### src/rtl/uart_pkg.sv
`default_nettype none
// ============================================================================
// Module  : uart_pkg
// Brief   : Shared encodings and defaults for the UART packet receive path.
// Revision: 1.0 - initial release
// ============================================================================
package uart_pkg;

  localparam int CLK_HZ          = 50_000_000;
  localparam int BAUD            = 115200;
  localparam int BIT_CYC         = CLK_HZ / BAUD;
  // Ten byte times of ten bit periods each.
  localparam int DEF_TIMEOUT_CYC = 100 * BIT_CYC;

  localparam logic [7:0] DEF_SYNC_BYTE = 8'hA5;

  localparam logic [2:0] ST_IDLE    = 3'd0;
  localparam logic [2:0] ST_W_SYNC  = 3'd1;
  localparam logic [2:0] ST_W_LEN   = 3'd2;
  localparam logic [2:0] ST_PAYLOAD = 3'd3;
  localparam logic [2:0] ST_W_CHK   = 3'd4;
  localparam logic [2:0] ST_DRAIN   = 3'd5;

  localparam logic [1:0] ERR_LEN = 2'd1;
  localparam logic [1:0] ERR_CHK = 2'd2;
  localparam logic [1:0] ERR_TMO = 2'd3;

  function automatic logic rx_active(input logic [2:0] st);
    return (st == ST_W_SYNC) || (st == ST_W_LEN) || (st == ST_PAYLOAD) || (st == ST_W_CHK);
  endfunction

endpackage
`default_nettype wire

### src/rtl/uart_pkt_buf.sv
`default_nettype none
// ============================================================================
// Module  : uart_pkt_buf
// Brief   : Payload register array, one write port, combinational read port.
// Revision: 1.0 - initial release
// ============================================================================
module uart_pkt_buf #(
  parameter int DEPTH = 16,
  parameter int AW    = $clog2(DEPTH)
) (
  input  logic          clk,
  input  logic          rst_n,
  input  logic          we,
  input  logic [AW-1:0] wp,
  input  logic [7:0]    wdata,
  input  logic [AW-1:0] rp,
  output logic [7:0]    rdata
);

  logic [7:0] r_mem [DEPTH];

  always_ff @(posedge clk or negedge rst_n) begin
    if (!rst_n) begin
      for (int i = 0; i < DEPTH; i++) begin
        r_mem[i] <= '0;
      end
    end else if (we) begin
      r_mem[wp] <= wdata;
    end
  end

  assign rdata = r_mem[rp];

endmodule
`default_nettype wire

### src/rtl/uart_rx_pkt_ctrl.sv
`default_nettype none
// ============================================================================
// Module  : uart_rx_pkt_ctrl
// Brief   : Parses SYNC/LEN/payload/CHK frames from a UART receiver and
//           streams the payload out once the checksum matches.
// Revision: 1.0 - initial release
// ============================================================================
module uart_rx_pkt_ctrl
  import uart_pkg::*;
#(
  parameter logic [7:0] SYNC_BYTE   = DEF_SYNC_BYTE,
  parameter int         MAX_LEN     = 16,
  parameter int         TIMEOUT_CYC = DEF_TIMEOUT_CYC
) (
  input  logic       clk,
  input  logic       rst_n,
  input  logic       enable,
  input  logic       rxDone,
  input  logic       rxBusy,
  input  logic [7:0] rx_byte,
  output logic       rxEn,
  output logic       m_valid,
  output logic [7:0] m_data,
  output logic       m_last,
  input  logic       m_ready,
  output logic       pkt_ok,
  output logic       pkt_err,
  output logic [1:0] err_code
);

  localparam int              c_PW       = $clog2(MAX_LEN + 1);
  localparam int              c_AW       = $clog2(MAX_LEN);
  localparam int              c_TW       = $clog2(TIMEOUT_CYC + 1);
  localparam logic [7:0]      c_MAX_LEN8 = 8'(MAX_LEN);
  localparam logic [c_TW-1:0] c_TMO      = c_TW'(TIMEOUT_CYC);

  logic [2:0]      r_state, w_next;
  logic [c_PW-1:0] r_len, r_wp, r_rp;
  logic [7:0]      r_sum;
  logic [c_TW-1:0] r_timer;
  logic            r_rx_en, r_pkt_ok, r_pkt_err;
  logic [1:0]      r_err_code;

  logic            w_timed, w_tmo, w_len_bad, w_wp_last, w_rp_last, w_xfer_last;
  logic            w_we, w_ok, w_err;
  logic [1:0]      w_code;
  logic [7:0]      w_rdata;

  assign w_timed     = (r_state == ST_W_LEN) || (r_state == ST_PAYLOAD) || (r_state == ST_W_CHK);
  // A byte landing in the same cycle as expiry wins over the timeout.
  assign w_tmo       = w_timed && !rxDone && (r_timer >= c_TMO);
  assign w_len_bad   = (rx_byte == 8'd0) || (rx_byte > c_MAX_LEN8);
  assign w_wp_last   = ((r_wp + c_PW'(1)) == r_len);
  assign w_rp_last   = (r_rp == (r_len - c_PW'(1)));
  assign w_xfer_last = (r_state == ST_DRAIN) && m_ready && w_rp_last;

  uart_pkt_buf #(
    .DEPTH (MAX_LEN),
    .AW    (c_AW)
  ) u_buf (
    .clk   (clk),
    .rst_n (rst_n),
    .we    (w_we),
    .wp    (r_wp[c_AW-1:0]),
    .wdata (rx_byte),
    .rp    (r_rp[c_AW-1:0]),
    .rdata (w_rdata)
  );

  always_ff @(posedge clk or negedge rst_n) begin
    if (!rst_n) begin
      r_state <= ST_IDLE;
    end else begin
      r_state <= w_next;
    end
  end

  always_comb begin
    w_next = r_state;
    case (r_state)
      ST_IDLE: begin
        if (enable) w_next = ST_W_SYNC;
      end
      ST_W_SYNC: begin
        if (!enable)                              w_next = ST_IDLE;
        else if (rxDone && rx_byte == SYNC_BYTE)  w_next = ST_W_LEN;
      end
      ST_W_LEN: begin
        if (!enable)     w_next = ST_IDLE;
        else if (rxDone) w_next = w_len_bad ? ST_W_SYNC : ST_PAYLOAD;
        else if (w_tmo)  w_next = ST_W_SYNC;
      end
      ST_PAYLOAD: begin
        if (!enable)                  w_next = ST_IDLE;
        else if (rxDone && w_wp_last) w_next = ST_W_CHK;
        else if (w_tmo)               w_next = ST_W_SYNC;
      end
      ST_W_CHK: begin
        if (!enable)     w_next = ST_IDLE;
        else if (rxDone) w_next = (rx_byte == r_sum) ? ST_DRAIN : ST_W_SYNC;
        else if (w_tmo)  w_next = ST_W_SYNC;
      end
      ST_DRAIN: begin
        if (w_xfer_last) w_next = enable ? ST_W_SYNC : ST_IDLE;
      end
      default: w_next = ST_IDLE;
    endcase
  end

  always_comb begin
    w_we    = 1'b0;
    w_ok    = 1'b0;
    w_err   = 1'b0;
    w_code  = 2'd0;
    m_valid = (r_state == ST_DRAIN);
    m_data  = m_valid ? w_rdata : 8'd0;
    m_last  = m_valid && w_rp_last;
    if (enable) begin
      case (r_state)
        ST_W_LEN: begin
          if (rxDone && w_len_bad) begin
            w_err  = 1'b1;
            w_code = ERR_LEN;
          end else if (w_tmo) begin
            w_err  = 1'b1;
            w_code = ERR_TMO;
          end
        end
        ST_PAYLOAD: begin
          if (rxDone) begin
            w_we = 1'b1;
          end else if (w_tmo) begin
            w_err  = 1'b1;
            w_code = ERR_TMO;
          end
        end
        ST_W_CHK: begin
          if (rxDone) begin
            w_ok   = (rx_byte == r_sum);
            w_err  = (rx_byte != r_sum);
            w_code = (rx_byte != r_sum) ? ERR_CHK : 2'd0;
          end else if (w_tmo) begin
            w_err  = 1'b1;
            w_code = ERR_TMO;
          end
        end
        default: ;
      endcase
    end
  end

  always_ff @(posedge clk or negedge rst_n) begin
    if (!rst_n) begin
      r_rx_en    <= 1'b0;
      r_pkt_ok   <= 1'b0;
      r_pkt_err  <= 1'b0;
      r_err_code <= 2'd0;
      r_len      <= '0;
      r_sum      <= 8'd0;
      r_wp       <= '0;
      r_rp       <= '0;
      r_timer    <= '0;
    end else begin
      r_rx_en    <= rx_active(w_next);
      r_pkt_ok   <= w_ok;
      r_pkt_err  <= w_err;
      r_err_code <= w_code;
      if (r_state == ST_W_LEN && rxDone && !w_len_bad) begin
        r_len <= rx_byte[c_PW-1:0];
        r_sum <= rx_byte;
        r_wp  <= '0;
      end
      if (w_we) begin
        r_sum <= r_sum + rx_byte;
        r_wp  <= r_wp + c_PW'(1);
      end
      if (w_ok) begin
        r_rp <= '0;
      end else if (m_valid && m_ready) begin
        r_rp <= r_rp + c_PW'(1);
      end
      if (!w_timed || rxDone || (w_next != r_state)) begin
        r_timer <= '0;
      end else if (!rxBusy && (r_timer < c_TMO)) begin
        r_timer <= r_timer + c_TW'(1);
      end
    end
  end

  assign rxEn     = r_rx_en;
  assign pkt_ok   = r_pkt_ok;
  assign pkt_err  = r_pkt_err;
  assign err_code = r_err_code;

endmodule
`default_nettype wire

### config.mk
export PLATFORM = sky130hd
export DESIGN_NAME = uart_rx_pkt_ctrl
export DESIGN_NICKNAME = d
export VERILOG_FILES = /design/src/rtl/uart_pkg.sv /design/src/rtl/uart_pkt_buf.sv /design/src/rtl/uart_rx_pkt_ctrl.sv
export SDC_FILE = /design/constraint.sdc
export NUM_CORES = 1
export LEC_CHECK = 0
export ABC_AREA = 1
export CORE_MARGIN = 2
export CORE_UTILIZATION = 58
export DETAILED_ROUTE_END_ITERATION = 7
export DONT_BUFFER_PORTS = 1
export PLACE_DENSITY = 0.77
export SKIP_LAST_GASP = 1
export SLEW_MARGIN = 20
export SYNTH_ARGS = -nofsm -noshare
export SYNTH_HDL_FRONTEND = slang
export SYNTH_HIERARCHICAL = 1
export SYNTH_SLANG_ARGS = --single-unit
### constraint.sdc
create_clock -name clk -period 2.89 [get_ports clk]
set_clock_uncertainty 0.2 [all_clocks]
set_input_delay 0.578 -clock clk [delete_from_list [all_inputs] [get_ports clk]]
set_output_delay 0.578 -clock clk [all_outputs]
set_load 0.02 [all_outputs]
==> results.cfg, run 1 <==
[yosys]
synth_most_common_cell = nand2_1
yosysTopAreaCell = dfrtp_1
synth_edf_count = 0
synthTopCellsByArea = dfrtp_1, nand2_1, nand3_1
synthCells = 1302
syn_nets = 1329
ys.flop_type = dfrtp_1
async_reset_ff_share_pct = 100
syn-cell-area_mm2 = 0.00952
synth_warnings = 6
synth.distinct_cells = 39
synth_area_per_cell_um2 = 7.31
synth_commonest_cells = nand2_1, inv_1, dfrtp_1
synth_top_area_share_pct = 46.0
yosysSeqAreaShare_pct = 46.0
synth-seq-cells = 175

[timing]
layout_min_cycle_time_ns = 2.89
max_freq_mhz = 346
slew_violations = 0
tightest_slew_ns = 0.605
hold_viol_final = 175
post-route-period-util_pct = 100
tns_ns = 0
setup_viol = 0
whs_ns = -0.366
grt_setup_unrepaired = true
slew_headroom_pct = 59.6

[floorplanning]
die_h_um = 132
die_w_um = 132
die_area_mm2 = 0.0175
core_mm2 = 0.0159
start_util_pct = 59.7
rows = 46
ios = 29

[run_status]
failed_checks = negative hold slack
status = finished, violations left

[clocking]
cts_buffer_depth = 2
clk_latency_ns = 0.43
cts_sinks = 175
cts_buffers = 17
htree_levels = 4
clk_pin_slew_ns = 0.07
cts_root_buffer = clkbuf_16
cts_tree = built

[setup_path]
startpoint_type = flip-flop
reg2reg_slack_ns = 0.31
crit_cells = 11
cpLargestDelayFamily = buffers and inverters
crit_type = flip-flop to output port
crit_buf_inv = 5
crit_start = r_rp[0]
r2r_cells = 15
worst_path_max_delay_cell = dfrtp_2
arrival_ns = 2.11
r2r-start = r_wp[0]
end_kind = output port
critPathMaxFanout = 15
crit_chain = clkinvlp_4 > buf_12 > clkbuf_16 > nand2_1 > nand3_1 > nand3_1 > nand3_1 > nand2_1 > inv_1 > nor2_1 > buf_4
cpPeakStageDelay_ns = 0.42
cpMostUsedCell = nand3_1
critical_path.endpoint = m_data[4]
r2r_end = r_timer[3]
required_ns = 2.11

[grt]
grt_first_pass_wirelength_um = 39700
grt_max_degree = 176
grt_overflow = 0
grt_pass1_vias = 7583
antenna_found_initial = 0
grt_usage_pct = 28.8

[cells_and_area]
layout.cells.non_filler = 1529
nets = 1328
drive_gt1_share_pct = 9.75
syn_to_final_growth_pct = 12.0
fill_cells = 1329
antenna_cells = 0

[pwr]
total_power_mw = 4.93
power.internal_mw = 3.90
vdd_ir_drop_max_uv = 426
comb_power_share_pct = 1.6
clkPwrFrac_pct = 48.6
leakage_nw = 5.14
netSwitchingFraction_pct = 20.9
p_sw_mw = 1.03
power_density_mw_per_mm2 = 462
pwr-share-seq_pct = 49.8

[placement]
hpwlAfterDp_um = 15300
place_congestion = 0.898
port_buffers = 0
post-place-cells = 1492

[drt]
routed-via-count = 8592
firstDrtPassIters = 7
first_iter_violations = 1191
wirelength_um = 25300
wl_per_cell_um = 16.6
via_per_inst = 5.62
drc = 0
antenna_left = 0

[worst_hold_path]
hp-class = primary input to async pin

[run]
max_cap_violations = 0
[state kept, by name, summed over array words and instances, names as in the netlist]
signal and count:
pkt_err 1, err_code 2, r_timer 16, r_rp 5
r_sum 8, r_len 5, pkt_ok 1, r_state 3
u_buf/r_mem 128, rxEn 1, r_wp 5
[routing by layer]
metal  GRT usage (%)  vias to the layer above  share of wire (%)
met5               0                        -                  0
met4            7.55                        0                1.4
met3            5.34                       45                9.8
met2            43.5                      423                 45
met1            43.1                     4039                 44
li1                -                     4085                  -
[power groups by stage]
stage	logic [mW]	registers, mW	clock network [mW]
detailed placement	0.0719	2.50	0
global placement	0.0708	2.50	0
global route	0.0856	2.45	2.52
CTS	0.0729	2.46	2.41
finish	0.0783	2.46	2.40
floorplan	0.0644	2.50	0
[worst min path at each step]
stage | from | endpoint | slack [ns] | cells after the start
global route | rst_n | u_buf/r_mem[103] | -0.39 | 0
CTS | rst_n | u_buf/r_mem[115] | -0.37 | 0
floorplan | rst_n | err_code[0] | 0.08 | 0
detailed placement | rst_n | u_buf/r_mem[115] | 0.09 | 0
finish | rst_n | u_buf/r_mem[117] | -0.37 | 0
global placement | rst_n | u_buf/r_mem[123] | 0.09 | 0
[kinds of logic (layout without fill, tap and decap cells)]
family | after synthesis | after routing | synth area share (%)
flip-flops | 175 | 175 | 46.0
XOR/XNOR | 18 | 18 | 1.66
AO/OA/AOI/OAI | 174 | 174 | 9.55
adder cells (fa/ha/maj) | 13 | 13 | 1.79
buffers and inverters | 268 | 279 | 11.1
AND/OR/NAND/NOR | 654 | 654 | 29.9
[placed cells by master, fill, tap and decap left out, types with 2 or more instances in the layout]
master      count
nand2_1       380
inv_1         201
dfrtp_1       174
o21ai_0       146
nand3_1       137
nor2_1         55
buf_4          28
clkbuf_16      20
nand3_2        19
nand4_1        18
xor2_1         16
a21oi_1        13
nor3_2         13
nor3_1         12
ha_1           12
nor2_2          8
inv_2           5
buf_12          5
nand2_2         4
or2_2           4
o211ai_1        4
clkinvlp_4      4
bufinv_16       3
clkbuf_8        3
clkbuf_1        3
clkinv_4        3
buf_6           3
xnor2_1         2
a21boi_0        2
o221ai_1        2
[area by class of cell]
cell class                      count  area, um2  area share (%)
Multi-Input combinational cell    859       4190            39.3
Sequential cell                   175       4380            41.1
Inverter                          209        792            7.43
Clock buffer                       23        478            4.48
Timing Repair Buffer               39        419            3.93
Tap cell                          216        270            2.53
Clock inverter                      8        131            1.23
[per-stage QoR]
step	area (um2)	setup slack, ns	hold slack [ns]	utilization, %
6_report	10700	0.0000193	-0.366	66.9
5_1_grt	10700	-0.103	-0.386	66.9
4_1_cts	10400	0.0567	-0.375	65.4
3_5_place_dp	9820	0.314	0.0900	61.6
3_3_place_gp	9820	0.368	0.0898	61.6
2_1_floorplan	9520	0.503	0.0824	-
[what timing repair did]
action	in CTS	in global routing
hold endpoints to repair	175	175
endpoints found under the setup margin	0	11
setup buffers	0	1
resized for setup	0	26
Note: power is estimated with default switching activity, not from simulation.
==> inputs of run 2 (changes only) <==
--- a/config.mk
+++ b/config.mk
@@ -10,6 +10,7 @@
 export CORE_UTILIZATION = 58
 export DETAILED_ROUTE_END_ITERATION = 7
 export DONT_BUFFER_PORTS = 1
+export MAX_ROUTING_LAYER = met4
 export PLACE_DENSITY = 0.77
 export SKIP_LAST_GASP = 1
 export SLEW_MARGIN = 20
==> results.cfg, run 2 (same netlist as run 1, synthesis figures left out) <==
[timing]
whs_ns = -0.356
slew_headroom_pct = 59.1
post-route-period-util_pct = 102
layout_min_cycle_time_ns = 2.95
slew_violations = 0
tns_ns = -0.0773
hold_viol_final = 175
setup_viol = 3
grt_setup_unrepaired = true
tightest_slew_ns = 0.612
max_freq_mhz = 339
layout_setup_ws_ns = -0.0558

[setup_path]
crit_type = flip-flop to output port
startpoint_type = flip-flop
arrival_ns = 2.17
critPathMaxFanout = 7
required_ns = 2.11
end_kind = output port

[drt]
wl_per_cell_um = 16.4
firstDrtPassIters = 7
routed-via-count = 8497
antenna_left = 0
via_per_inst = 5.54
first_iter_violations = 905
wirelength_um = 25100
drc = 0

[run_status]
status = finished, violations left
failed_checks = negative hold slack, negative setup slack

[cells_and_area]
layout_commonest_cell = nand2_1
layout.cells.non_filler = 1533
fin_util_pct = 66.9
reg_top3 = u_buf/r_mem (128), r_timer (16), r_sum (8)
drive_gt1_share_pct = 10.2
max_flop_register = u_buf/r_mem
nets = 1331
largest_register_ffs = 128
antenna_cells = 0
mostFrequentLayoutCells = nand2_1, inv_1, dfrtp_1
syn_to_final_growth_pct = 12.0

[floorplanning]
die_w_um = 132
rows = 46
ios = 29
start_util_pct = 59.7
die_area_mm2 = 0.0175
die_h_um = 132
core_mm2 = 0.0159

[grt]
grt_usage_pct = 29.1
grt_max_degree = 176
grt_pass1_vias = 7591
grt_first_pass_wirelength_um = 39200
grt_overflow = 0
antenna_found_initial = 0

[pwr]
power_density_mw_per_mm2 = 444
leakage_nw = 5.16
vdd_ir_drop_max_uv = 463

[clocking]
cts_buffers = 17
htree_levels = 4
clk_pin_slew_ns = 0.06
cts_tree = built
clk_latency_ns = 0.43
cts_root_buffer = clkbuf_16
cts_sinks = 175
cts_buffer_depth = 2

[placement]
post-place-cells = 1493
place_ws_ns = 0.317
port_buffers = 0
place_congestion = 0.917
hpwlAfterDp_um = 15200

[worst_hold_path]
hp-class = primary input to async pin

[run]
max_cap_violations = 0
==> run 2: cell count changes in the layout (fill, tap and decap cells not counted), moves of 2 or more <==
cell	delta
buf_6	+3
clkinv_2	+3
bufinv_16	-2
clkbuf_1	-2
clkinv_4	+2
nand2_2	+2
nand3_1	+2
nand3_2	-2
==> run 2: final timing paths <==
check / from / end / slack, ns / cells after the start
setup / recovery: r_rp[0] / m_data[7] / -0.06 / 12
hold / removal: rst_n / u_buf/r_mem[115] / -0.36 / 0
setup reg to reg: r_wp[1] / r_timer[2] / 0.33 / 14
hold reg to reg: u_buf/r_mem[94] / u_buf/r_mem[94] / 0.28 / 2
max in group asynchronous: rst_n / u_buf/r_mem[73] / 2.54 / 0
min in group clk: rx_byte[1] / u_buf/r_mem[73] / 0.07 / 2
==> run 2: cell type report <==
class	count	area, um2
clock buffers	20	457
clock inverters	12	113
fillers	1336	5280
inverters	209	792
multi-input cells	859	4180
flip-flops and latches	175	4380
well taps	216	270
repair buffers	42	470
==> run 2: what timing repair did <==
item                       CTS  global route
buffers inserted             0             2
resized for setup            0            31
hold endpoints to repair   175           175
setup endpoints to repair    0             9
==> run 2: layer usage <==
layer	GRT usage (%)	vias to the layer above	part of all wire, %
li1	-	4096	-
met1	42.0	3981	45
met2	41.3	372	44
met3	6.42	48	8.6
met4	8.64	0	2.3
met5	-	-	0
==> run 2: critical path, stage by stage (launching register included) <==
cell and delay [ns]:
dfrtp_2 0.41, clkinvlp_4 0.11, buf_12 0.15, buf_6 0.12
clkbuf_16 0.15, nand2_1 0.06, nand3_1 0.09, nand3_1 0.13
nand3_1 0.11, nand2_1 0.11, inv_1 0.05, nor2_1 0.09
buf_4 0.15
==> run 2: power breakdown <==
part / internal, mW / leakage (nW) / switching, mW
clock network: 1.24 / 0.276 / 0.969
registers: 2.45 / 2.08 / 0.00377
logic: 0.0221 / 2.81 / 0.0567
total: 3.71 / 5.16 / 1.03
==> run 2: through the flow <==
stage / cell area (um2) / total power, mW
2_1_floorplan: 9520 / 2.57
3_3_place_gp: 9810 / 2.57
3_5_place_dp: 9810 / 2.57
4_1_cts: 10400 / 4.77
5_1_grt: 10700 / 4.87
6_report: 10700 / 4.74
